## config.mk

```make
export PLATFORM = sky130hd
export DESIGN_NAME = byte_unbatcher_flat
export DESIGN_NICKNAME = d
export VERILOG_FILES = /design/src/rtl/zmodem_pkg.sv /design/src/rtl/byte_unbatcher_if.sv /design/src/rtl/byte_unbatcher.sv /design/src/flat_wrapper.sv
export SDC_FILE = /design/constraint.sdc
export NUM_CORES = 1
export LEC_CHECK = 0
export CAP_MARGIN = 15
export CORE_MARGIN = 4
export CORE_UTILIZATION = 60
export CTS_CLUSTER_DIAMETER = 40
export DETAILED_ROUTE_END_ITERATION = 8
export DONT_BUFFER_PORTS = 1
export PLACE_DENSITY = 0.76
export RECOVER_POWER = 100
export SYNTH_ARGS = -nofsm -noshare
export SYNTH_HDL_FRONTEND = slang
export SYNTH_SLANG_ARGS = --single-unit
```

## constraint.sdc

```tcl
create_clock -name clk -period 16.3 [get_ports clk]
set_clock_uncertainty 0.2 [all_clocks]
set_input_delay 0.815 -clock clk [delete_from_list [all_inputs] [get_ports clk]]
set_output_delay 0.815 -clock clk [all_outputs]
set_load 0.05 [all_outputs]
```

## src/rtl/zmodem_pkg.sv

```systemverilog
// Shared types and sizes for the Z-Modem AES transmit/receive byte path.
package zmodem_pkg;

   localparam int BYTE_W      = 8;
   localparam int BLOCK_BYTES = 16;
   localparam int BLOCK_BITS  = BLOCK_BYTES * BYTE_W;

   typedef logic [BLOCK_BITS-1:0] block_t;

   typedef enum logic {
      UNB_IDLE,
      UNB_SEND
   } unb_state_e;

endpackage

```

## src/rtl/byte_unbatcher_if.sv

```systemverilog
// Block-side and byte-side valid/ready handshakes of the byte unbatcher.
interface byte_unbatcher_if #(
   parameter int BLOCK_BYTES = 16
);

   logic [BLOCK_BYTES*8-1:0] blk_data;
   logic                     blk_valid;
   logic                     blk_ready;
   logic [7:0]               tx_data;
   logic                     tx_valid;
   logic                     tx_ready;

   // master drives blocks in and consumes bytes; slave is the unbatcher
   modport master (
      output blk_data,
      output blk_valid,
      input  blk_ready,
      input  tx_data,
      input  tx_valid,
      output tx_ready
   );

   modport slave (
      input  blk_data,
      input  blk_valid,
      output blk_ready,
      output tx_data,
      output tx_valid,
      input  tx_ready
   );

endinterface

```

## src/rtl/byte_unbatcher.sv

```systemverilog
// Serializes AES blocks into bytes for uart_tx, MSB byte first, with one
// block of holding so the next block can land while the current one drains.
//
// state    | meaning
// UNB_IDLE | nothing to send, ready for a block
// UNB_SEND | shifting out shift_q; pend_q may hold the next block
module byte_unbatcher #(
   parameter int BLOCK_BYTES = 16,
   parameter int CNT_W       = 16
) (
   input  logic             clk,
   input  logic             reset,
   byte_unbatcher_if.slave  bus,
   output logic             busy,
   output logic [CNT_W-1:0] blocks_sent
);
   import zmodem_pkg::*;

   localparam int            BW       = BLOCK_BYTES * BYTE_W;
   localparam int            IW       = (BLOCK_BYTES > 1) ? $clog2(BLOCK_BYTES) : 1;
   localparam logic [IW-1:0] LAST_IDX = IW'(BLOCK_BYTES - 1);

   unb_state_e       state_q, state_d;
   logic [BW-1:0]    shift_q, shift_d;
   logic [BW-1:0]    pend_q, pend_d;
   logic             pend_v_q, pend_v_d;
   logic [IW-1:0]    cnt_q, cnt_d;
   logic [CNT_W-1:0] sent_q, sent_d;

   logic blk_acc;
   logic byte_acc;
   logic last_byte;

   assign bus.tx_valid  = (state_q == UNB_SEND);
   assign bus.tx_data   = shift_q[BW-1 -: BYTE_W];
   assign bus.blk_ready = !pend_v_q;
   assign busy          = (state_q == UNB_SEND) | pend_v_q;
   assign blocks_sent   = sent_q;

   assign blk_acc   = bus.blk_valid & bus.blk_ready;
   assign byte_acc  = bus.tx_valid & bus.tx_ready;
   assign last_byte = (cnt_q == LAST_IDX);

   always_comb begin
      state_d  = state_q;
      shift_d  = shift_q;
      pend_d   = pend_q;
      pend_v_d = pend_v_q;
      cnt_d    = cnt_q;
      sent_d   = sent_q;
      unique case (state_q)
         UNB_IDLE: begin
            if (blk_acc) begin
               shift_d = bus.blk_data;
               cnt_d   = '0;
               state_d = UNB_SEND;
            end
         end
         UNB_SEND: begin
            if (byte_acc) begin
               if (!last_byte) begin
                  shift_d = shift_q << BYTE_W;
                  cnt_d   = cnt_q + 1'b1;
               end else begin
                  sent_d = sent_q + 1'b1;
                  if (pend_v_q) begin
                     shift_d  = pend_q;
                     pend_v_d = 1'b0;
                     cnt_d    = '0;
                  end else if (blk_acc) begin
                     // new block arrives exactly as the last byte leaves: skip the holding register
                     shift_d = bus.blk_data;
                     cnt_d   = '0;
                  end else begin
                     state_d = UNB_IDLE;
                  end
               end
            end
            if (blk_acc && !(byte_acc && last_byte)) begin
               pend_d   = bus.blk_data;
               pend_v_d = 1'b1;
            end
         end
         default: state_d = UNB_IDLE;
      endcase
   end

   always_ff @(posedge clk or posedge reset) begin
      if (reset) begin
         state_q  <= UNB_IDLE;
         shift_q  <= '0;
         pend_q   <= '0;
         pend_v_q <= 1'b0;
         cnt_q    <= '0;
         sent_q   <= '0;
      end else begin
         state_q  <= state_d;
         shift_q  <= shift_d;
         pend_q   <= pend_d;
         pend_v_q <= pend_v_d;
         cnt_q    <= cnt_d;
         sent_q   <= sent_d;
      end
   end

endmodule
```

## src/flat_wrapper.sv

```systemverilog
// flat-port wrapper written by rule: the top's interface ports become plain ports
module byte_unbatcher_flat import zmodem_pkg::*;
#(
   parameter int BLOCK_BYTES = 16,
   parameter int CNT_W       = 16
)
  (clk, reset, busy, blocks_sent, bus_blk_data, bus_blk_valid, bus_blk_ready, bus_tx_data, bus_tx_valid, bus_tx_ready);
  byte_unbatcher_if #(.BLOCK_BYTES(BLOCK_BYTES)) bus_i ();
  input  logic clk;
  input  logic reset;
  output logic busy;
  output logic [CNT_W-1:0] blocks_sent;
  input wire logic [$bits(bus_i.blk_data)-1:0] bus_blk_data;
  input wire logic [$bits(bus_i.blk_valid)-1:0] bus_blk_valid;
  output wire logic [$bits(bus_i.blk_ready)-1:0] bus_blk_ready;
  output wire logic [$bits(bus_i.tx_data)-1:0] bus_tx_data;
  output wire logic [$bits(bus_i.tx_valid)-1:0] bus_tx_valid;
  input wire logic [$bits(bus_i.tx_ready)-1:0] bus_tx_ready;
  assign bus_i.blk_data = bus_blk_data;
  assign bus_i.blk_valid = bus_blk_valid;
  assign bus_blk_ready = bus_i.blk_ready;
  assign bus_tx_data = bus_i.tx_data;
  assign bus_tx_valid = bus_i.tx_valid;
  assign bus_i.tx_ready = bus_tx_ready;
  byte_unbatcher #(.BLOCK_BYTES(BLOCK_BYTES), .CNT_W(CNT_W)) u_core (.clk(clk), .reset(reset), .bus(bus_i), .busy(busy), .blocks_sent(blocks_sent));
endmodule
```

== Yosys cells after proc, flatten, opt, wreduce, memory -nomap -nowiden ==
Cells that the tools add are included.
W data, S select, Z words.

* Memory bits (writable): 0
* Latch bits: 0
* Word-level logic and storage cells: 41
* Register bits after elaboration: 278
* Output and inout bits: 27
* Memories: 0
* ROM bits: 0

* Mux-type cells: 18
* Bitwise logic cells: 4
* Div/mod/pow operators: 0
* Multipliers: 0
* Equality and inequality tests: 2
* Magnitude comparators: 0
* Shifts and indexed selects: 0
* Reduce and logical (&&, ||, !) cells: 9
* Add/subtract/negate cells: 2

{| class="wikitable"
|+ Operator list
! operator !! number
|-
| $mux W128 || 4
|-
| $pmux W128 S2 || 1
|-
| $add A16 B1 Y16 const B || 1
|-
| $mux W4 || 4
|-
| $pmux W4 S2 || 1
|-
| $mux W1 || 7
|-
| $reduce_and A3 Y1 || 2
|-
| $add A4 B1 Y4 const B || 1
|-
| $eq A4 B4 Y1 const B || 1
|-
| $reduce_bool A2 Y1 || 2
|-
| $and A1 B1 Y1 || 2
|-
| $logic_and A1 B1 Y1 || 2
|-
| $logic_not A1 Y1 || 2
|-
| $ne A2 B2 Y1 const B || 1
|-
| $pmux W1 S2 || 1
|-
| $reduce_and A2 Y1 || 1
|-
| $not A1 Y1 || 1
|-
| $or A1 B1 Y1 || 1
|}

== Logic depth before layout (Yosys ltp) ==
Gate-level depths: netlist (run 1).

* Word-level depth: 7
* Gate-level depth with buffers: 8
* Gate-level depth less buffers: 5

== Worst setup path after synthesis (run 1) ==
OpenSTA, ideal clock, no wires.

* Path type: flip-flop to output port
* From: reg u_core.pend_v_q
* To: out bus_blk_ready
* Required time: 15.285 ns
* Arrival time: 1.407 ns
* Stages on the path, launching flop included: 5
* Setup slack: 13.878 ns
* Cell sequence: dfrtp_1 -> buf_2 -> inv_1 -> clkbuf_1 -> clkbuf_1

* Cells in the longest elaborated chain, start to end: 1

{| class="wikitable"
|+ Ends and longest elaborated chain
! item !! RTL line !! RTL
|-
| from (decl) || byte_unbatcher.sv:26 || <nowiki>logic pend_v_q, pend_v_d;</nowiki>
|-
| from (signal assigned) || byte_unbatcher.sv:100 || <nowiki>pend_v_q <= pend_v_d;</nowiki>
|-
| $logic_not A1 Y1 || byte_unbatcher.sv:36 || <nowiki>assign bus.blk_ready = !pend_v_q;</nowiki>
|-
| to (decl) || flat_wrapper.sv:15 || <nowiki>output wire logic [$bits(bus_i.blk_ready)-1:0] bus_blk_ready;</nowiki>
|}

Every way passes these cells.

==> results.cfg, run 1 <==
[outcome]
status = finished, violations left
violations = capacitance limit, slew limit

[floorplan]
pin_count = 159
fp.dieArea_mm2 = 0.02429
coreArea_mm2 = 0.02129
rows = 53
die-height_um = 155.8
die_x_um = 155.8
start_util_pct = 61.61

[worst_setup_path]
r2r_start = u_core.bus.tx_valid$_DFF_PP0_
cp_cell_sequence = clkinvlp_2 -> clkbuf_1
critical_path_class = in2async
critical_path.top_delay_family = buffers and inverters
crit_path_max_fanout = 137
cp.required_ps = 15840
crit_path_start = reset
critPathLaunchType = input port
worstPathArrival_ps = 7160
cpPeakStageDelay_ps = 3280
cp_slowest_cell = clkinvlp_2
critPathBufInv = 2
endpoint_kind = async pin

[synthesis]
ys.flop_type = dfrtp_1
synth_cell_types = 42
synth_commonest_cells = dfrtp_1 (278), nand2_1 (134), mux2_1 (120)
syn_inst = 1177
yosys.area.top_type = dfrtp_1
synth_fp_nets = 1311
synth.area.top_cells = dfrtp_1 (53%), mux2_1 (10%), a221o_1 (6.9%), nand2_1 (3.8%), nand3_1 (3.5%)
synth_edf_count = 0
synthMostInstantiatedCell = dfrtp_1
netlist_area_mm2 = 0.01312
synth_top_cell_area_share_pct = 53.04
yosysWarnings = 0
async_reset_ff_share_pct = 100.0
syn_avg_cell_area_um2 = 11.14
seq_area_frac_synth_pct = 53.04
ys_ff_latch = 278

[placed_design]
pre_cts_ws_ps = 12620
gp_congestion = 0.7834
placed_area_mm2 = 0.01298
post-dp-hpwl_mm = 18.94
port_buffers = 0
placed_cells = 1347

[timing]
period_share_pct = 46.80
fin_ws_ps = 8671
fmax_ghz = 0.1311
setup_viol = 0
worst_pin_slew_ps = 6026
final.setup.tns_ps = 0
finalMaxSlewViolations = 748
relSlewSlack_pct = -304.0
period_needed_ps = 7629
rsz0062_at_grt = no
hold_viol_final = 0

[global_routing]
grt_pass1_vias = 9467
grtUsageTotal_pct = 26.09
grt-ovfl-total = 0
grt_first_pass_wirelength_mm = 51.73
grt_max_degree = 138
antenna_found_initial = 0

[cells_and_area]
diodes = 0
finalNetCount = 1248
finalNonFillerCells = 1421
final_area_mm2 = 0.01429
drive_above_1_share_pct = 7.941
synthToLayoutAreaGrowth_pct = 8.968
fillers = 1613

[power]
ir_drop_v = 0.00009645
powerDensity_mw_per_mm2 = 168.4
power.static_leakage_nw = 6.317

[route]
drt-total-wl_mm = 32.38
top_layer_used = met4
wl_per_cell_um = 22.79
via_per_inst = 6.688
met3_length_mm = 3.059
drtAntennaViolNets = 0
drc = 0
drtPass1Iterations = 6
m1WireLength_mm = 13.01
vias = 9503
drt_iter0_drc = 888
wl_met2_mm = 15.61

[clock_network]
clock-root-buffer = clkbuf_16
cts_setup_buffers = 0
clock-sinks = 278
cts_tree = built
ctsHoldBuffers = 0
cts.clk_slew.worst_paths_ps = 60
clock_latency_ps = 510
cts_buffers = 40
cts_resized = 0
cts_buffer_depth = 3
cts_max_level = 2

[run]
maxCapViolCount = 10

[worst_hold_path]
hold_class = in2reg
hold_path.startpoint = bus_blk_data[33]
layout make-up:
| class | instances | area [µm²] | share of cell area [%] |
|---|---|---|---|
| flip-flops and latches | 278 | 6957 | 48.68 |
| multi-input cells | 779 | 5533 | 38.71 |
| clock buffers | 49 | 1106 | 7.739 |
| well taps | 275 | 344.1 | 2.408 |
| clock inverters | 25 | 282.8 | 1.979 |
| repair buffers | 11 | 52.55 | 0.3677 |
| inverters | 4 | 16.27 | 0.1138 |
power by group:
| part | internal [mW] | switching (mW) |
|---|---|---|
| logic | 0.204 | 0.189 |
| clock network | 0.555 | 0.330 |
| registers | 0.932 | 0.198 |
| total | 1.69 | 0.716 |
state kept, by name (all words and copies together), names as in the netlist:
signal	cells
u_core.pend_q	128
u_core.bus.tx_valid	1
u_core.pend_v_q	1
u_core.shift_q	128
u_core.blocks_sent	16
u_core.cnt_q	4
cells by family after synthesis:
kind of cell / Yosys count / share of synthesized area, %
compound gates: 297 / 16.01
flops: 278 / 53.04
simple gates: 298 / 10.96
xor+xnor: 15 / 1.002
mux: 167 / 13.98
fa+ha+maj: 2 / 0.1908
buf+inv: 120 / 4.818
routing by layer:
layer	GRT usage, %	vias to the layer above
met5	0	-
met4	7.045	0
met3	7.739	46
met2	40.92	362
met1	35.91	4835
li1	-	4260
through the flow:
| stage | power (mW) | util (%) | hold slack (ps) |
|---|---|---|---|
| after detailed placement | 1.534 | 60.98 | 267.2 |
| after global placement | 1.502 | 60.98 | 258.7 |
| after CTS | 2.418 | 67.51 | 190.5 |
| after global routing | 2.524 | 67.14 | 211.4 |
| after floorplan | 1.436 | - | 249.0 |
| final | 2.407 | 67.14 | 224.4 |
path summary, 6_finish.rpt:
kind | end | slack [ps] | cells past startpoint
setup / recovery | u_core.pend_q[37]$_DFFE_PP0P_ | 8670 | 2
hold / removal | u_core.pend_q[33]$_DFFE_PP0P_ | 220 | 1
setup reg to reg | u_core.pend_q[66]$_DFFE_PP0P_ | 9690 | 5
hold reg to reg | u_core.pend_q[5]$_DFFE_PP0P_ | 280 | 1
max in group clk | bus_blk_ready | 9450 | 3
min in group asynchronous | u_core.pend_q[25]$_DFFE_PP0P_ | 1850 | 1
cells in the final DEF (no fill, tap or decap), types with 11 or more instances in the layout:
cell type  synthesis  layout
dfrtp_1          278     278
nand2_1          134     134
mux2_1           120     120
nand3_1           92      91
a221o_1           91      91
a21oi_1           87      87
o21ai_0           41      76
and3_1            46      46
clkbuf_16          0      41
mux2i_1           38      38
a221oi_1          35      35
clkbuf_1          40      11
Note: power is estimated with default switching activity, not from simulation.
==> inputs of run 2 (changes only) <==
clock period = 8 ns   (was 16.3 ns; I/O delays follow)
==> run 2 against run 1 <==
  * The run still ends with capacitance limit, slew limit left
  * Clock power increased by 110%
  * Clock-buffer cell count is 3 higher
  * Routed wire length up 8.2%
  * Final cell count up 9.4%
  * Critical endpoint is now u_core.shift_q[74]$_DFFE_PP0P_
  * Largest power group unchanged
==> results.cfg, run 2 (same netlist as run 1, synthesis figures left out) <==
[clock_network]
clock-sinks = 278
cts.clk_slew.worst_paths_ps = 60
clock_latency_ps = 520
cts_resized = 0
cts_max_level = 2
cts_buffers = 40
cts_buffer_depth = 3
clock-root-buffer = clkbuf_16
cts_tree = built

[timing]
hold_viol_final = 0
setup_viol = 0
period_share_pct = 72.59
worst_pin_slew_ps = 4280
relSlewSlack_pct = -185.4
fin_ws_ps = 2193
final.setup.tns_ps = 0
finalMaxSlewViolations = 219
rsz0062_at_grt = no
fmax_ghz = 0.1722
period_needed_ps = 5807

[power]
power.static_leakage_nw = 6.923
finalPower_mw = 5.004
pwr-share-seq_pct = 46.0
intPower_mw = 3.514
powerDensity_mw_per_mm2 = 318.5
switchingPower_mw = 1.490
ir_drop_v = 0.0002982
clockPowerShare_pct = 36.4
combinationalPowerShare_pct = 17.6
switching_share_pct = 29.78

[floorplan]
pin_count = 159
fp.dieArea_mm2 = 0.02429
rows = 53
coreArea_mm2 = 0.02129
start_util_pct = 61.61
die-height_um = 155.8
die_x_um = 155.8

[route]
drtPass1Iterations = 7
via_per_inst = 6.572
drt_iter0_drc = 988
wl_per_cell_um = 22.53
drt-total-wl_mm = 35.03
drc = 0
drtAntennaViolNets = 0
vias = 10220

[worst_setup_path]
endpoint_kind = register
worstPathArrival_ps = 6010
crit_path_max_fanout = 69
cp_cell_sequence = nand2_1 -> clkbuf_1 -> a21oi_1 -> a221o_1
critical_path_class = reg2reg
cp_slowest_cell = clkbuf_1
critPathLaunchType = register
cpPeakStageDelay_ps = 2500
cp.required_ps = 8200

[placed_design]
pre_cts_ws_ps = 3579
gp_congestion = 0.8108
post-dp-hpwl_mm = 18.91
placed_cells = 1348
port_buffers = 0
placed_area_mm2 = 0.01300

[global_routing]
grt_first_pass_wirelength_mm = 56.15
grt_max_degree = 191
grtUsageTotal_pct = 28.42
grt-ovfl-total = 0
antenna_found_initial = 3
grt_pass1_vias = 10300

[outcome]
violations = capacitance limit, slew limit
status = finished, violations left

[worst_hold_path]
hold_class = in2reg

[cells_and_area]
synthToLayoutAreaGrowth_pct = 19.79
finalNonFillerCells = 1555
finalNetCount = 1382
drive_above_1_share_pct = 7.590
final_cell_mix = dfrtp_1 (277), nand2_1 (134), dlygate4sd3_1 (132)
layout_commonest_cell = dfrtp_1
final_area_mm2 = 0.01571

[run]
maxCapViolCount = 3
-- run 2: repair_timing --
item,in CTS,in global routing
hold buffers,131,1
buffers inserted,0,0
endpoints found under the hold margin,448,1
-- run 2: layer usage --
layer,track usage (%),up-vias,wire [µm]
met5,0,-,13
met4,8.504,2,896
met3,5.936,70,2551
met2,45.97,400,17250
met1,39.18,5215,14320
li1,-,4533,-
-- run 2: cell type report --
type | instances | area [µm²]
Antenna cell | 2 | 5.005
Clock buffer | 52 | 1159
Clock inverter | 20 | 249.0
Fill cell | 1412 | 5577
Inverter | 4 | 18.77
Multi-Input combinational cell | 779 | 5538
Sequential cell | 278 | 6960
Tap cell | 275 | 344.1
Timing Repair Buffer | 145 | 1436
-- run 2: worst paths after layout --
kind,startpoint,end,slack (ps),cells past startpoint
max in group asynchronous,reset,u_core.pend_q[50]$_DFFE_PP0P_,5540,5
worst max-delay path,u_core.bus.tx_valid$_DFF_PP0_,u_core.shift_q[74]$_DFFE_PP0P_,2190,4
min in group asynchronous,reset,u_core.pend_q[125]$_DFFE_PP0P_,360,3
worst min register to register,u_core.pend_q[2]$_DFFE_PP0P_,u_core.pend_q[2]$_DFFE_PP0P_,270,1
worst min-delay path,bus_blk_data[99],u_core.shift_q[99]$_DFFE_PP0P_,20,4
worst max register to register,u_core.bus.tx_valid$_DFF_PP0_,u_core.shift_q[74]$_DFFE_PP0P_,2190,4
-- run 2: through the flow --
stage / hold slack, ps / util [%]
floorplan: 249.0 / -
global placement: 258.2 / 61.06
detailed placement: 265.7 / 61.06
CTS: 0.5168 / 73.83
global route: 12.87 / 73.80
finish: 23.07 / 73.80
-- run 2: critical path: cells and delay by family, from the launching register on --
kind	cells	cell delay, ps
compound gates	2	710
flops	1	740
buf+inv	1	2500
simple gates	1	1420
-- run 2: power by group through the flow --
stage	registers [mW]	logic [mW]	clock network, mW
floorplan	2.12	0.810	0
global placement	2.28	0.780	0
detailed placement	2.30	0.818	0
CTS	2.28	0.895	1.84
global route	2.36	0.990	1.90
finish	2.30	0.881	1.82
==> inputs of run 3 (changes only) <==
CORE_UTILIZATION = 58   (was 60)
clock period = 5.2 ns   (was 8 ns; I/O delays follow)
==> run 3 against run 2 <==
  * The flow still finishes with violations (capacitance limit, slew limit)
  * Fmax increased by 43%
  * Routed wire length decreased by 0.76%
  * Combinational power increased by 54%
  * Global-route usage decreased by 1.1 points
  * Non-clock buffer count decreased by 2
  * Via count decreased by 0.33%
  * Sequential power increased by 54%
  * Largest cell class unchanged
  * Core utilization decreased by 2.7 points
  * Sequential share of layout area increased by 0.086 points
  * Flip-flop and latch count unchanged
  * Clock power increased by 56%
  * First-iteration DRC count decreased by 9.0%
==> results.cfg, run 3 (same netlist as run 1, synthesis figures left out) <==
[outcome]
status = finished, violations left
violations = capacitance limit, slew limit

[clock_network]
clock_latency_ps = 520
cts_resized = 0
cts_buffers = 39
clock-root-buffer = clkbuf_16
cts_tree = built
ctsHoldBuffers = 131
cts.clk_slew.worst_paths_ps = 50
cts_setup_buffers = 0
cts_max_level = 2
clock-sinks = 278
cts_buffer_depth = 3

[power]
pwr-share-seq_pct = 45.9
switchingPower_mw = 2.313
clockPowerShare_pct = 36.6
powerDensity_mw_per_mm2 = 494.5
switching_share_pct = 29.85
finalPower_mw = 7.749
combinationalPowerShare_pct = 17.5
power.static_leakage_nw = 6.922
ir_drop_v = 0.0003499
intPower_mw = 5.436

[timing]
hold_viol_final = 0
relSlewSlack_pct = -33.18
period_needed_ps = 4062
finalMaxSlewViolations = 550
rsz0062_at_grt = no
fin_ws_ps = 1138
final.setup.tns_ps = 0
setup_viol = 0
holdWs_ps = 19.24
period_share_pct = 78.11
fmax_ghz = 0.2462
worst_pin_slew_ps = 1998

[placed_design]
gp_congestion = 0.8108
placed_cells = 1353
placed_area_mm2 = 0.01304
pre_cts_ws_ps = 1950
port_buffers = 0
post-dp-hpwl_mm = 18.93

[floorplan]
rows = 54
start_util_pct = 59.54
coreArea_mm2 = 0.02203
die_x_um = 158.4
die-height_um = 158.4
pin_count = 159
fp.dieArea_mm2 = 0.02508

[route]
via_per_inst = 6.550
drtPass1Iterations = 5
wl_per_cell_um = 22.36
drc = 0
drt_iter0_drc = 899
drtAntennaViolNets = 0
drt-total-wl_mm = 34.77
vias = 10190

[cells_and_area]
drive_above_1_share_pct = 7.620
fin_util_pct = 71.15
finalNetCount = 1379
final_area_mm2 = 0.01567
final_cell_mix = dfrtp_1 (278), nand2_1 (133), dlygate4sd3_1 (130)
layout_commonest_cell = dfrtp_1
finalNonFillerCells = 1555
synthToLayoutAreaGrowth_pct = 19.49
fillers = 1507

[global_routing]
grt_first_pass_wirelength_mm = 55.39
grt_pass1_vias = 10330
antenna_found_initial = 1
grt_max_degree = 147
grtUsageTotal_pct = 27.37
grt-ovfl-total = 0

[worst_setup_path]
cp_cell_sequence = nand2b_1 -> nor3b_4 -> clkbuf_4 -> mux2_1
worstPathArrival_ps = 4240
endpoint_kind = register
critPathBufInv = 1
critPathLaunchType = register
critical_path_class = reg2reg
cp_slowest_cell = clkbuf_4
critical_path.top_delay_family = buffers and inverters
cpPeakStageDelay_ps = 1490
cp.required_ps = 5370
crit_path_max_fanout = 128

[run]
maxCapViolCount = 6

[worst_hold_path]
hold_class = in2reg
-- run 3: routing by layer --
| layer | track usage [%] | vias to the layer above | wire length [µm] |
|---|---|---|---|
| li1 | - | 4539 | - |
| met1 | 37.70 | 5184 | 14500 |
| met5 | 0 | - | 0 |
| met4 | 8.530 | 0 | 834 |
| met3 | 5.409 | 67 | 2302 |
| met2 | 44.30 | 396 | 17130 |
-- run 3: cell type report --
type                       count  area [µm²]  area share [%]
antenna                        2       5.005         0.03194
clock buffer                  46        1055           6.731
tap                          280       350.3           2.236
timing repair buffer         143        1436           9.166
inverter                       4       16.27          0.1038
multi-input combinational    779        5527           35.27
clock inverter                23       325.3           2.076
sequential                   278        6957           44.39
-- run 3: path summary, 6_finish.rpt --
| path | cells past startpoint | slack (ps) | to | start |
|---|---|---|---|---|
| hold reg to reg | 1 | 280 | u_core.pend_q[4]$_DFFE_PP0P_ | u_core.pend_q[4]$_DFFE_PP0P_ |
| hold / removal | 4 | 20 | u_core.cnt_q[3]$_DFFE_PP0P_ | bus_tx_ready |
| setup / recovery | 4 | 1140 | u_core.pend_q[41]$_DFFE_PP0P_ | u_core.pend_v_q$_DFFE_PP0P_ |
| setup reg to reg | 4 | 1140 | u_core.pend_q[41]$_DFFE_PP0P_ | u_core.pend_v_q$_DFFE_PP0P_ |
| max in group asynchronous | 3 | 1710 | u_core.shift_q[43]$_DFFE_PP0P_ | reset |
| min in group asynchronous | 2 | 390 | u_core.pend_q[16]$_DFFE_PP0P_ | reset |
-- run 3: power groups by stage --
stage                     Combinational (mW)  Sequential, mW  Clock (mW)
after CTS                               1.38            3.53        2.85
after detailed placement                1.26            3.56           0
after floorplan                         1.25            3.26           0
final                                   1.36            3.55        2.84
after global placement                  1.19            3.53           0
after global routing                    1.53            3.63        2.96
-- run 3: worst register-to-register path, stage by stage (launching register included) --
cell and delay (ps):
dfrtp_1 890, nand2b_1 610, nor3b_4 250, clkbuf_4 1490, mux2_1 490
